### src/rtl/rsp_s1_prep_unpack.sv
// rsp_s1_prep_unpack: buffers prep-RAM words in a FIFO and serialises each into samples
module rsp_s1_prep_unpack #(
    parameter int IN_WIDTH     = 128,
    parameter int SAMPLE_WIDTH = 32,
    parameter int FIFO_DEPTH   = 16,
    parameter bit LSB_FIRST    = 1'b1
) (
    input  logic                          clk,
    input  logic                          rst_n,
    input  logic                          i_clear,
    input  logic [IN_WIDTH-1:0]           i_data,
    input  logic                          i_data_valid,
    input  logic                          i_data_last,
    output logic [SAMPLE_WIDTH-1:0]       o_sample,
    output logic                          o_sample_valid,
    input  logic                          i_sample_ready,
    output logic                          o_sample_last,
    output logic                          o_frame_done,
    output logic [$clog2(FIFO_DEPTH):0]   o_fifo_level,
    output logic                          o_almost_full,
    output logic                          o_overflow
);
    localparam int LANES = IN_WIDTH / SAMPLE_WIDTH;
    localparam int LW    = LANES > 1 ? $clog2(LANES) : 1;
    localparam int AW    = $clog2(FIFO_DEPTH);
    localparam int LVW   = AW + 1;

    logic [IN_WIDTH:0]   mem [FIFO_DEPTH];
    logic [AW-1:0]       wr_ptr, rd_ptr;
    logic [IN_WIDTH-1:0] stage_data;
    logic                stage_last;
    logic [LW-1:0]       lane, sel;
    logic                full, empty, hs, last_lane, pop, push, drop;

    assign full      = o_fifo_level == LVW'(FIFO_DEPTH);
    assign empty     = o_fifo_level == '0;
    assign hs        = o_sample_valid && i_sample_ready;
    assign last_lane = lane == LW'(LANES - 1);
    // refill the stage when it is empty or its final lane is being taken, so words chain without a bubble
    assign pop       = !i_clear && !empty && (!o_sample_valid || (hs && last_lane));
    assign push      = !i_clear && i_data_valid && (!full || pop);
    assign drop      = !i_clear && i_data_valid && full && !pop;
    assign sel       = LSB_FIRST ? lane : LW'(LANES - 1) - lane;

    assign o_sample      = stage_data[sel*SAMPLE_WIDTH +: SAMPLE_WIDTH];
    assign o_sample_last = o_sample_valid && stage_last && last_lane;
    assign o_almost_full = o_fifo_level >= LVW'(FIFO_DEPTH - 2);

    always_ff @(posedge clk) begin
        if (push) mem[wr_ptr] <= {i_data_last, i_data};
    end

    always_ff @(posedge clk or negedge rst_n) begin
        if (!rst_n) begin
            wr_ptr         <= '0;
            rd_ptr         <= '0;
            o_fifo_level   <= '0;
            o_overflow     <= 1'b0;
            o_frame_done   <= 1'b0;
            o_sample_valid <= 1'b0;
            lane           <= '0;
            stage_data     <= '0;
            stage_last     <= 1'b0;
        end else if (i_clear) begin
            wr_ptr         <= '0;
            rd_ptr         <= '0;
            o_fifo_level   <= '0;
            o_overflow     <= 1'b0;
            o_frame_done   <= 1'b0;
            o_sample_valid <= 1'b0;
            lane           <= '0;
        end else begin
            wr_ptr       <= wr_ptr + AW'(push);
            rd_ptr       <= rd_ptr + AW'(pop);
            o_fifo_level <= o_fifo_level + LVW'(push) - LVW'(pop);
            o_overflow   <= o_overflow || drop;
            o_frame_done <= hs && o_sample_last;
            if (pop) begin
                {stage_last, stage_data} <= mem[rd_ptr];
                lane                     <= '0;
                o_sample_valid           <= 1'b1;
            end else if (hs) begin
                lane           <= last_lane ? '0 : lane + 1'b1;
                o_sample_valid <= !last_lane;
            end
        end
    end
endmodule
### config.mk
export PLATFORM = sky130hd
export DESIGN_NAME = rsp_s1_prep_unpack
export DESIGN_NICKNAME = d
export VERILOG_FILES = /design/src/rtl/rsp_s1_prep_unpack.sv
export SDC_FILE = /design/constraint.sdc
export NUM_CORES = 2
export LEC_CHECK = 0
export CAP_MARGIN = 20
export CORE_ASPECT_RATIO = 1.2
export CORE_UTILIZATION = 40
export CTS_BUF_LIST = sky130_fd_sc_hd__clkbuf_2 sky130_fd_sc_hd__clkbuf_4 sky130_fd_sc_hd__clkbuf_8
export CTS_CLUSTER_SIZE = 28
export DETAILED_ROUTE_END_ITERATION = 7
export SLEW_MARGIN = 20
export SYNTH_ARGS = -nofsm -noshare
export SYNTH_HDL_FRONTEND = slang
export SYNTH_SLANG_ARGS = --single-unit
### constraint.sdc
create_clock -name clk -period 13.93 [get_ports clk]
set_input_delay 2.786 -clock clk [delete_from_list [all_inputs] [get_ports clk]]
set_output_delay 2.786 -clock clk [all_outputs]
set_load 0.02 [all_outputs]
==> results.tsv <==
stage	metric	value	unit
run_status	status	complete, no violations	
timing	hold_slack	0.507	ns
synth	yosysTopAreaCell	edfxtp_1	
detailed_routing	drt_iter0_drc	3554	
timing	hold_viol	0	
layout	area_growth	13.7	%
clocking	htreeDepth	5	
detailed_routing	firstDrtPassIters	5	
synth	synth_cells	4111	
pwr	leakage	0.0288	uW
critical_path	end_kind	primary output	
floorplan	die_height	503	um
grt	grt-ovfl-total	0	
timing	slew_headroom	0.216	
synth	ys_dominant_reg_cell	edfxtp_1	
detailed_routing	vias	41400	
timing	fin_tns_setup	0	ns
pwr	p_per_area	165	mW/mm^2
clocking	post_cts_resize_count	0	
clocking	numCtsBuffers	333	
synth	syn_area_per_cell	20.4	um^2
min_path	hp-class	flip-flop to flip-flop	
clocking	cts_buffer_depth	4	
placement	gp_congestion	0.791	
floorplan	initial_core_util	0.403	
timing	fin_crit_sh	0.444	
critical_path	critPathMaxFanout	32	
detailed_routing	via_per_inst	5.53	
clocking	cts_post_setup_buffers_inserted	0	
synth	synth-seq-cells	2211	
timing	skew	0.0637	ns
grt	grt_pass1_wl	308000	um
critical_path	worstPathArrival	3.40	ns
detailed_routing	wl_per_cell	28.8	um
synth	synth_area	0.0837	mm^2
critical_path	start_kind	flip-flop	
pwr	p_int	11400	uW
layout	nNetsFinal	4599	
timing	fmax	0.162	GHz
timing	layout_min_cycle_time	6.19	ns
timing	finalMaxSlewViolations	0	
synth	ys.warnings.count	0	
placement	portBuffers	175	
timing	tightest_slew	1.18	ns
placement	dp_hpwl	118000	um
critical_path	required	11.14	ns
detailed_routing	ant_nets	0	
synth	synth_cell_type_count	41	
clocking	cts_hold_buf	0	
timing	rsz0062_at_grt	no	
floorplan	die_area	0.211	mm^2
synth	synth-async-reset-ratio	0.0665	
floorplan	die_width	420	um
synth	synth_most_common_cell	edfxtp_1	
run	cap_violations	0	
critical_path	crit_type	flip-flop to primary output	
synth	synth_seq_area_share	0.784	
floorplan	row_count	183	
clocking	cts.clk_slew.worst_paths	0.06	ns
clocking	cts.sinks	2211	
synth	synth_area_leaders	edfxtp_1, mux4_2, mux2i_1	
pwr	irDropWorstVdd	0.000116	V
synth	synth-edff-count	2064	
grt	grt.total_usage	0.205	
layout	layout.cells.non_filler	7486	
synth	synth_common_cells	edfxtp_1, mux2i_1, mux4_2	
floorplan	core	0.208	mm^2
pwr	power_frac_comb	0.160	
detailed_routing	drc_errors	0	
grt	grt_max_degree	180	
placement	dp.cells	6889	
grt	grt_pass1_vias	42800	
pwr	switching_share	0.270	
grt	antenna_found_initial	40	
clocking	tritoncts	yes	
clocking	clk_latency	1.04	ns
layout	fin_util	0.458	
layout	drive_above_1_share	0.201	
pwr	p_sw	4240	uW
synth	synth.net_count	4260	
detailed_routing	routed_wl	215000	um
timing	setup_viol_count_final	0	
clocking	root_buffer	clkbuf_8	
pwr	power.share.sequential	0.508	
floorplan	ioPinCount	176	
pwr	pwr-share-clk	0.332	
synth	synth_top_area_share	0.740	
sequential cells by signal, indices dropped and copies added (netlist names):
name            flops
lane                2
wr_ptr              4
o_overflow          1
mem              2064
stage_last          1
o_frame_done        1
rd_ptr              4
o_fifo_level        5
stage_data        128
o_sample_valid      1
power groups by stage:
stage / Combinational (uW) / Clock, uW / Sequential, uW
6_report: 2510 / 5200 / 7970
5_1_grt: 2690 / 5590 / 7970
4_1_cts: 2550 / 5320 / 7980
3_5_place_dp: 2550 / 0 / 8110
3_3_place_gp: 2530 / 0 / 8110
2_1_floorplan: 1800 / 0 / 7760
logic make-up after synthesis:
| kind of cell | synth area share |
|---|---|
| AO/OA/AOI/OAI | 0.0407 |
| XOR/XNOR | 0.000732 |
| AND/OR/NAND/NOR | 0.0152 |
| multiplexers | 0.141 |
| buffers and inverters | 0.0154 |
| adder cells (fa/ha/maj) | 0.00233 |
| flip-flops | 0.784 |
through the flow:
step	total power (uW)	worst slack [ns]	instance area, um^2
2_1_floorplan	9560	0.763	83700
3_3_place_gp	10600	6.74	88600
3_5_place_dp	10700	6.72	88600
4_1_cts	15800	7.59	95100
5_1_grt	16300	7.58	95200
6_report	15700	7.74	95200
worst paths after layout:
path	from	end	slack (ns)	cells past startpoint
setup / recovery	lane[0]$_DFFE_PN0P_	o_sample[13]	7.74	3
hold / removal	o_overflow$_DFF_PN0_	o_overflow$_DFF_PN0_	0.51	2
setup reg to reg	rd_ptr[0]$_DFF_PN0_	stage_data[77]$_DFFE_PN0P_	9.35	6
hold reg to reg	o_overflow$_DFF_PN0_	o_overflow$_DFF_PN0_	0.51	2
max in group asynchronous	rst_n	stage_data[39]$_DFFE_PN0P_	10.75	2
min in group asynchronous	rst_n	o_frame_done$_DFF_PN0_	1.74	1
worst max-delay path, cell delays in order, from the launching register on:
cell,delay [ns]
dfrtp_2,0.38
buf_4,0.60
mux4_2,0.71
clkdlybuf4s50_1,0.61
area by class of cell:
type	count	area, um^2
Sequential cell	2211	65700
Multi-Input combinational cell	1649	16900
Clock inverter	80	470
Inverter	9	33.8
Antenna cell	19	47.5
Fill cell	17400	112000
Tap cell	2775	3470
Clock buffer	497	6010
Timing Repair Buffer	246	2560
placed cells by master (no fill, tap or decap), types with 122 or more instances in the layout:
| master | count |
|---|---|
| nor2_1 | 138 |
| clkdlybuf4s50_1 | 174 |
| dfrtp_1 | 143 |
| edfxtp_1 | 2064 |
| mux4_2 | 304 |
| o22ai_1 | 251 |
| a31oi_1 | 122 |
| mux2i_1 | 496 |
| clkbuf_8 | 366 |
| nand2_1 | 126 |
| a211oi_1 | 122 |
| clkbuf_4 | 132 |
per-layer routing:
layer	global-route usage	share of wire	routed length, um	up-vias
met5	0	0.00047	101	-
met4	0.0868	0.037	8010	16
met3	0.0356	0.057	12400	356
met2	0.359	0.52	112000	1303
met1	0.247	0.38	82800	22100
li1	-	-	-	17700
Note: power is estimated with default switching activity, not from simulation.
